$ cat src/rtl/link_uart_pkg.sv
// Shared definitions for the link-port UART receive path:
// FSM encodings, 8N1 frame constants and default baud divisor.
package link_uart_pkg;

   typedef enum logic [2:0] {
      ST_IDLE,
      ST_START,
      ST_DATA,
      ST_STOP,
      ST_WAIT_HIGH
   } rx_state_e;

   localparam int   DATA_BITS  = 8;
   localparam logic IDLE_LEVEL = 1'b1;

   localparam int GB_CLK_HZ = 4194304;
   localparam int UART_BAUD = 115200;
   // Integer division truncates 36.4 down to 36.
   localparam int DEF_CLKS_PER_BIT = GB_CLK_HZ / UART_BAUD;

endpackage

$ cat src/rtl/link_rx_fifo.sv
// First-word-fall-through byte FIFO between the UART receiver
// and the link/SB register logic.
module link_rx_fifo #(
   parameter int DEPTH = 4,
   parameter int WIDTH = 8
) (
   input  logic                     clk_i,
   input  logic                     rst_ni,
   input  logic                     push_i,
   input  logic [WIDTH-1:0]         din_i,
   input  logic                     pop_i,
   output logic [WIDTH-1:0]         dout_o,
   output logic                     empty_o,
   output logic                     full_o,
   output logic [$clog2(DEPTH):0]   level_o
);

   localparam int AW = $clog2(DEPTH);

   logic [WIDTH-1:0] mem [DEPTH];
   logic [AW-1:0]    wptr_q, wptr_d;
   logic [AW-1:0]    rptr_q, rptr_d;
   logic [AW:0]      count_q, count_d;
   logic [WIDTH-1:0] dout_q, dout_d;
   logic             do_push, do_pop;

   assign empty_o = (count_q == '0);
   assign full_o  = (count_q == (AW+1)'(DEPTH));
   assign do_pop  = pop_i & ~empty_o;
   assign do_push = push_i & (~full_o | do_pop);

   always_comb begin
      wptr_d  = do_push ? wptr_q + 1'b1 : wptr_q;
      rptr_d  = do_pop ? rptr_q + 1'b1 : rptr_q;
      count_d = count_q;
      unique case ({do_push, do_pop})
         2'b10:   count_d = count_q + 1'b1;
         2'b01:   count_d = count_q - 1'b1;
         default: count_d = count_q;
      endcase
      // Head is registered; a write into an empty slot bypasses mem.
      dout_d = dout_q;
      if (count_d != '0) begin
         if (do_push && (wptr_q == rptr_d))
            dout_d = din_i;
         else
            dout_d = mem[rptr_d];
      end
   end

   always_ff @(posedge clk_i) begin
      if (do_push) mem[wptr_q] <= din_i;
   end

   always_ff @(posedge clk_i or negedge rst_ni) begin
      if (!rst_ni) begin
         wptr_q  <= '0;
         rptr_q  <= '0;
         count_q <= '0;
         dout_q  <= '0;
      end else begin
         wptr_q  <= wptr_d;
         rptr_q  <= rptr_d;
         count_q <= count_d;
         dout_q  <= dout_d;
      end
   end

   assign dout_o  = dout_q;
   assign level_o = count_q;

endmodule

$ cat src/rtl/link_uart_rx.sv
// 8N1 UART receiver for the link port: synchroniser, baud
// timing and frame FSM feeding a small FWFT FIFO.
module link_uart_rx
   import link_uart_pkg::*;
#(
   parameter int CLKS_PER_BIT = DEF_CLKS_PER_BIT,
   parameter int FIFO_DEPTH   = 4
) (
   input  logic                          clockgb,
   input  logic                          resetn,
   input  logic                          UART_RX,
   output logic [7:0]                    rx_data,
   output logic                          rx_valid,
   input  logic                          rx_ready,
   output logic                          rx_irq,
   output logic                          frame_err,
   output logic                          overrun,
   input  logic                          err_clear,
   output logic [$clog2(FIFO_DEPTH):0]   fifo_level
);

   localparam int BW   = $clog2(CLKS_PER_BIT);
   localparam int BITW = $clog2(DATA_BITS);
   localparam logic [BW-1:0]   BAUD_MAX  = BW'(CLKS_PER_BIT - 1);
   localparam logic [BW-1:0]   BAUD_HALF = BW'(CLKS_PER_BIT / 2 - 1);
   localparam logic [BITW-1:0] BIT_LAST  = BITW'(DATA_BITS - 1);

   rx_state_e       state_q, state_d;
   logic            sync_q, rxs_q, rxs_prev_q;
   logic [BW-1:0]   baud_q, baud_d;
   logic [BITW-1:0] bit_q, bit_d;
   logic [7:0]      shift_q, shift_d;
   logic            ferr_q, ferr_d;
   logic            ovr_q, ovr_d;
   logic            push, pop, full, empty;
   logic            set_ferr, set_ovr;

   assign rx_valid = ~empty;
   assign pop      = rx_valid & rx_ready;

   always_comb begin
      state_d  = state_q;
      baud_d   = baud_q;
      bit_d    = bit_q;
      shift_d  = shift_q;
      push     = 1'b0;
      set_ferr = 1'b0;
      set_ovr  = 1'b0;
      unique case (state_q)
         ST_IDLE: begin
            if (rxs_prev_q && !rxs_q) begin
               state_d = ST_START;
               baud_d  = '0;
            end
         end
         ST_START: begin
            if (baud_q == BAUD_HALF) begin
               baud_d  = '0;
               bit_d   = '0;
               state_d = rxs_q ? ST_IDLE : ST_DATA;
            end else begin
               baud_d = baud_q + 1'b1;
            end
         end
         ST_DATA: begin
            if (baud_q == BAUD_MAX) begin
               baud_d  = '0;
               shift_d = {rxs_q, shift_q[7:1]};
               bit_d   = bit_q + 1'b1;
               if (bit_q == BIT_LAST) state_d = ST_STOP;
            end else begin
               baud_d = baud_q + 1'b1;
            end
         end
         ST_STOP: begin
            if (baud_q == BAUD_MAX) begin
               baud_d = '0;
               if (rxs_q == IDLE_LEVEL) begin
                  state_d = ST_IDLE;
                  if (!full || pop) push = 1'b1;
                  else              set_ovr = 1'b1;
               end else begin
                  set_ferr = 1'b1;
                  state_d  = ST_WAIT_HIGH;
               end
            end else begin
               baud_d = baud_q + 1'b1;
            end
         end
         ST_WAIT_HIGH: begin
            // Hold off until the line idles so a break is one error.
            if (rxs_q == IDLE_LEVEL) state_d = ST_IDLE;
         end
         default: state_d = ST_IDLE;
      endcase
      ferr_d = set_ferr | (ferr_q & ~err_clear);
      ovr_d  = set_ovr | (ovr_q & ~err_clear);
   end

   always_ff @(posedge clockgb or negedge resetn) begin
      if (!resetn) begin
         state_q    <= ST_IDLE;
         sync_q     <= 1'b1;
         rxs_q      <= 1'b1;
         rxs_prev_q <= 1'b1;
         baud_q     <= '0;
         bit_q      <= '0;
         shift_q    <= '0;
         ferr_q     <= 1'b0;
         ovr_q      <= 1'b0;
      end else begin
         state_q    <= state_d;
         sync_q     <= UART_RX;
         rxs_q      <= sync_q;
         rxs_prev_q <= rxs_q;
         baud_q     <= baud_d;
         bit_q      <= bit_d;
         shift_q    <= shift_d;
         ferr_q     <= ferr_d;
         ovr_q      <= ovr_d;
      end
   end

   link_rx_fifo #(
      .DEPTH (FIFO_DEPTH),
      .WIDTH (8)
   ) u_fifo (
      .clk_i   (clockgb),
      .rst_ni  (resetn),
      .push_i  (push),
      .din_i   (shift_q),
      .pop_i   (pop),
      .dout_o  (rx_data),
      .empty_o (empty),
      .full_o  (full),
      .level_o (fifo_level)
   );

   assign rx_irq    = push;
   assign frame_err = ferr_q;
   assign overrun   = ovr_q;

endmodule

$ cat config.mk
export PLATFORM = sky130hd
export DESIGN_NAME = link_uart_rx
export DESIGN_NICKNAME = d
export VERILOG_FILES = /design/src/rtl/link_uart_pkg.sv /design/src/rtl/link_rx_fifo.sv /design/src/rtl/link_uart_rx.sv
export SDC_FILE = /design/constraint.sdc
export NUM_CORES = 1
export LEC_CHECK = 0
export CORE_MARGIN = 10
export CORE_UTILIZATION = 53
export DETAILED_ROUTE_END_ITERATION = 10
export HOLD_SLACK_MARGIN = 0.12
export PLACE_DENSITY_LB_ADDON = 0.3
export SYNTH_ARGS = -nofsm -noshare
export SYNTH_HDL_FRONTEND = slang
export SYNTH_SLANG_ARGS = --single-unit
export TNS_END_PERCENT = 10
$ cat constraint.sdc
create_clock -name clockgb -period 3.23 [get_ports clockgb]
set_input_delay 0.646 -clock clockgb [delete_from_list [all_inputs] [get_ports clockgb]]
set_output_delay 0.646 -clock clockgb [all_outputs]
set_load 0.03 [all_outputs]
==> results of run 1 <==
## logic make-up (layout without fill, tap and decap cells)
family                     after synthesis  after routing
adders and majority gates               10             10
buffers and inverters                   35             60
muxes                                   19             19
AOI/OAI and AO/OA                       57             57
DFF                                     72             72
xor gates and xnor gates                11             11
and+or+nand+nor                         84             84
## routing by layer
layer	global-route usage (%)	up-vias	part of all wire [%]	wire length, microns
met2	20.4	45	48	3000
met5	0	-	0	0
met1	16.0	1096	45	2800
li1	-	1115	-	-
met3	4.70	7	5.5	339
met4	4.72	0	1.2	73
## cell usage after synthesis (3+ instances only)
master,n
mux2_2,17
buf_2,9
dfstp_2,3
or3_1,8
clkbuf_1,9
xnor2_1,4
dfrtp_1,37
o31ai_1,8
nor3_1,8
nand2_1,13
and2_1,4
ha_1,9
o221ai_1,8
nand3_1,3
nor2_1,17
and3_1,3
xor2_1,6
a221o_1,8
edfxtp_1,32
o22ai_1,3
a21o_1,4
nand3b_1,8
inv_1,12
nor3b_1,11
a31oi_1,8
o21ai_0,7
## registers in the layout, summed over array words and instances (netlist names)
register / flops
u_fifo.mem: 32
shift_q: 8
u_fifo.dout_o: 8
baud_q: 6
bit_q: 3
state_q: 3
u_fifo.level_o: 3
u_fifo.rptr_q: 2
u_fifo.wptr_q: 2
frame_err: 1
overrun: 1
rxs_prev_q: 1
rxs_q: 1
sync_q: 1
## placed cells by master (no fill, tap or decap), types with 10 or more instances in the layout
cell / synthesis / routed
buf_4: 2 / 11
clkbuf_8: 0 / 10
clkdlybuf4s50_1: 0 / 17
dfrtp_1: 37 / 37
edfxtp_1: 32 / 32
inv_1: 12 / 12
mux2_2: 17 / 17
nand2_1: 13 / 13
nor2_1: 17 / 16
nor3b_1: 11 / 11
## what timing repair did
item / CTS / global route
buffers inserted: 0 / 1
gates resized for setup: 2 / 0
pin swaps: 0 / 3
hold endpoints to repair: 0 / 0
setup endpoints to repair: 1 / 4
## worst max-delay path, stage by stage
cell and delay, ns:
clkdlybuf4s50_1 0.41, or4b_1 0.51, nand2_1 0.15, nor2_4 0.04, inv_1 0.05, ha_1 0.16
inv_1 0.05, fa_1 0.37, xor2_1 0.19, xor2_1 0.16, a32oi_2 0.23, buf_12 0.17
nor2_1 0.04, a31oi_1 0.13
## power by group through the flow
| stage | Sequential (W) | Combinational (W) | Clock, W |
|---|---|---|---|
| finish | 0.00117 | 0.00107 | 0.000765 |
| global route | 0.00119 | 0.00118 | 0.000823 |
| CTS | 0.00117 | 0.00108 | 0.000787 |
| detailed placement | 0.00119 | 0.00107 | 0 |
| global placement | 0.00119 | 0.00104 | 0 |
| floorplan | 0.00126 | 0.000697 | 0 |
## final timing paths
path / endpoint / depth (start not counted) / slack (ns)
worst min-delay path: rxs_q / 0 / 0.36
worst max-delay path: u_fifo.dout_o[4] / 14 / 0.18
min in group asynchronous: u_fifo.dout_o[4] / 1 / 0.40
max in group asynchronous: shift_q[4] / 1 / 2.26
worst min register to register: rxs_q / 0 / 0.36
worst max register to register: u_fifo.dout_o[4] / 12 / 0.29
## per-stage QoR
| step | utilization, % | TNS, ns | area, sq um | power, W |
|---|---|---|---|---|
| after floorplan | - | 0 | 3510 | 0.00195 |
| after global placement | 59.2 | -0.946 | 3780 | 0.00223 |
| after detailed placement | 59.2 | -1.65 | 3780 | 0.00226 |
| after CTS | 62.9 | 0 | 4020 | 0.00304 |
| after global routing | 63.0 | 0 | 4020 | 0.00320 |
| final | 63.0 | 0 | 4020 | 0.00300 |
## layout make-up
class	instances	area, sq um
sequential	72	1970
inverter	13	48.8
clock inverter	2	13.8
multi-input combinational	181	1400
timing repair buffer	31	287
tap	77	96.3
clock buffer	14	216
fill	502	2360
==> summary.md, run 1 <==
| Metric | Value |
|---|---|
| Status | `finished clean` |
| Setup violators final | `0` |
| Sink Count | `slightly above 70` |
| Internal Power | `0.00200 W` |
| Synthesized Nets | `roughly 300` |
| CTS Hold Bufs | `0` |
| Area share of fa/ha/maj cells after synthesis | `around 3.8%` |
| Reg power frac | `between 30% and 40%` |
| Top post-synthesis cells by area | `edfxtp_1 28%, dfrtp_1 27%, mux2_2 5.5%, ha_1 3.2%, nor3b_1 2.4%` |
| Drt total wl | `6.21 mm` |
| Switching share of power | `around 33%` |
| TritonCTS Buffers | `9` |
| Flops & latches, synth | `72` |
| Die Width | `101 microns` |
| Ys async rst share | `roughly 56%` |
| Largest net degree at the start of global routing | `41` |
| Tmin final | `just over 3 ns` |
| Core area | `between 6000 and 7000 sq um` |
| DRC Markers | `0` |
| CTS tree | `yes` |
| RSZ-0062 raised after global routing | `false` |
| DIE HEIGHT | `slightly above 100 microns` |
| Switch Pwr | `0.00101 W` |
| Setup crit start | `rx_ready` |
| H-tree depth | `3` |
| Pwr Density | `747 nW/um^2` |
| Synth warn | `0` |
| Synth Area in XOR/XNOR | `under 10%` |
| Max FO, Critical Path | `16` |
| Reg2reg start | `baud_q[0]` |
| DR vias | `~2,300` |
| Antenna violations before repair | `0` |
| Layout Skew | `a little over 0.007 ns` |
| Drt first pass iters | `4` |
| Setup CP Type | `input port to flip-flop` |
| Fmax | `approximately 330 MHz` |
| DIE AREA | `just over 10,000 sq um` |
| Share of layout cells above drive strength 1 | `roughly 17%` |
| Routed WL per cell | `15.9 microns` |
| # IOs | `20` |
| Library cells used by synthesis | `50` |
| Worst hold start | `sync_q` |
| Worst setup slack after layout | `roughly 0.18 ns` |
| WP data required | `roughly 3.5 ns` |
| Synthesized cell area | `3490 sq um` |
| Max VDD drop | `just under 0.6 mV` |
| Pre-CTS setup slack | `-0.222 ns` |
| First-pass GRT wire length | `approximately 11 mm` |
| Placed Cells | `373` |
| Synth Area in Compound Gates | `~12%` |
| Multiplexer share of the synthesized area | `around 6.1%` |
| I/O Buffers | `19` |
| Nets | `323` |
| Worst-Skew Late Latency | `~0.34 ns` |
| Root Buffer | `clkbuf_8` |
| CP Capture Type | `flip-flop` |
| Main combinational cell family by area after synthesis | `simple AND/OR/NAND/NOR gates` |
| Worst rel slew slack | `36.1%` |
| Seq/Total Area, Yosys | `approximately 56%` |
| Worst hold margin | `0.357 ns` |
| P&R area growth vs syn | `15.2%` |
| Rows | `29` |
| Startpoint types | `input port` |
| Final worst path period share | `between 90 and 100%` |
| Final Hold Viols | `0` |
| Clock slew at reported path FFs | `about 0.070 ns` |
| Hold WC Path Type | `flip-flop to flip-flop` |
| EDFF count, synth | `32` |
| Antenna Nets Post-Route | `0` |
| Global route overflow | `0` |
| Yosys top cell by area | `edfxtp_1` |
| Initial Util | `a little over half` |
| ANT cells | `0` |
| Synth Area in Simple Gates | `13.8%` |
| Vias in the first global route | `around 2,200` |
| DRT iter0 DRCs | `73` |
| Number of max-cap violations | `0` |
| Synth Instances | `roughly 290` |
| Synth top area share | `about 28%` |
| Dpl hpwl | `around 4.3 mm` |
| GP Congestion | `~0.77` |
| Worst-margin pin slew | `approximately 0.96 ns` |
| Count of pins over their slew limit | `0` |
| Synth Flop Type | `dfrtp_1` |
| Critical Path AT | `~3.3 ns` |
| Power share of the clock group | `25.5%` |
| Finished Layout Cells | `390` |
| Overall Global Routing Usage | `12.9%` |
| Syn Area/Cell | `around 12 sq um` |
| Vias per cell | `5.80` |
| Max Root-Sink Buffers | `2` |
| Combinational share of power | `a little over a third` |
| LEAKAGE | `around 1.7 nW` |
No activity file was read; power rests on OpenSTA's default activity.
==> inputs of run 2 (changes only) <==
CTS_CLUSTER_SIZE = 16   (was not set)
==> results of run 2 <==
The final DEF is identical to that of run 1; final timing and power are the same.
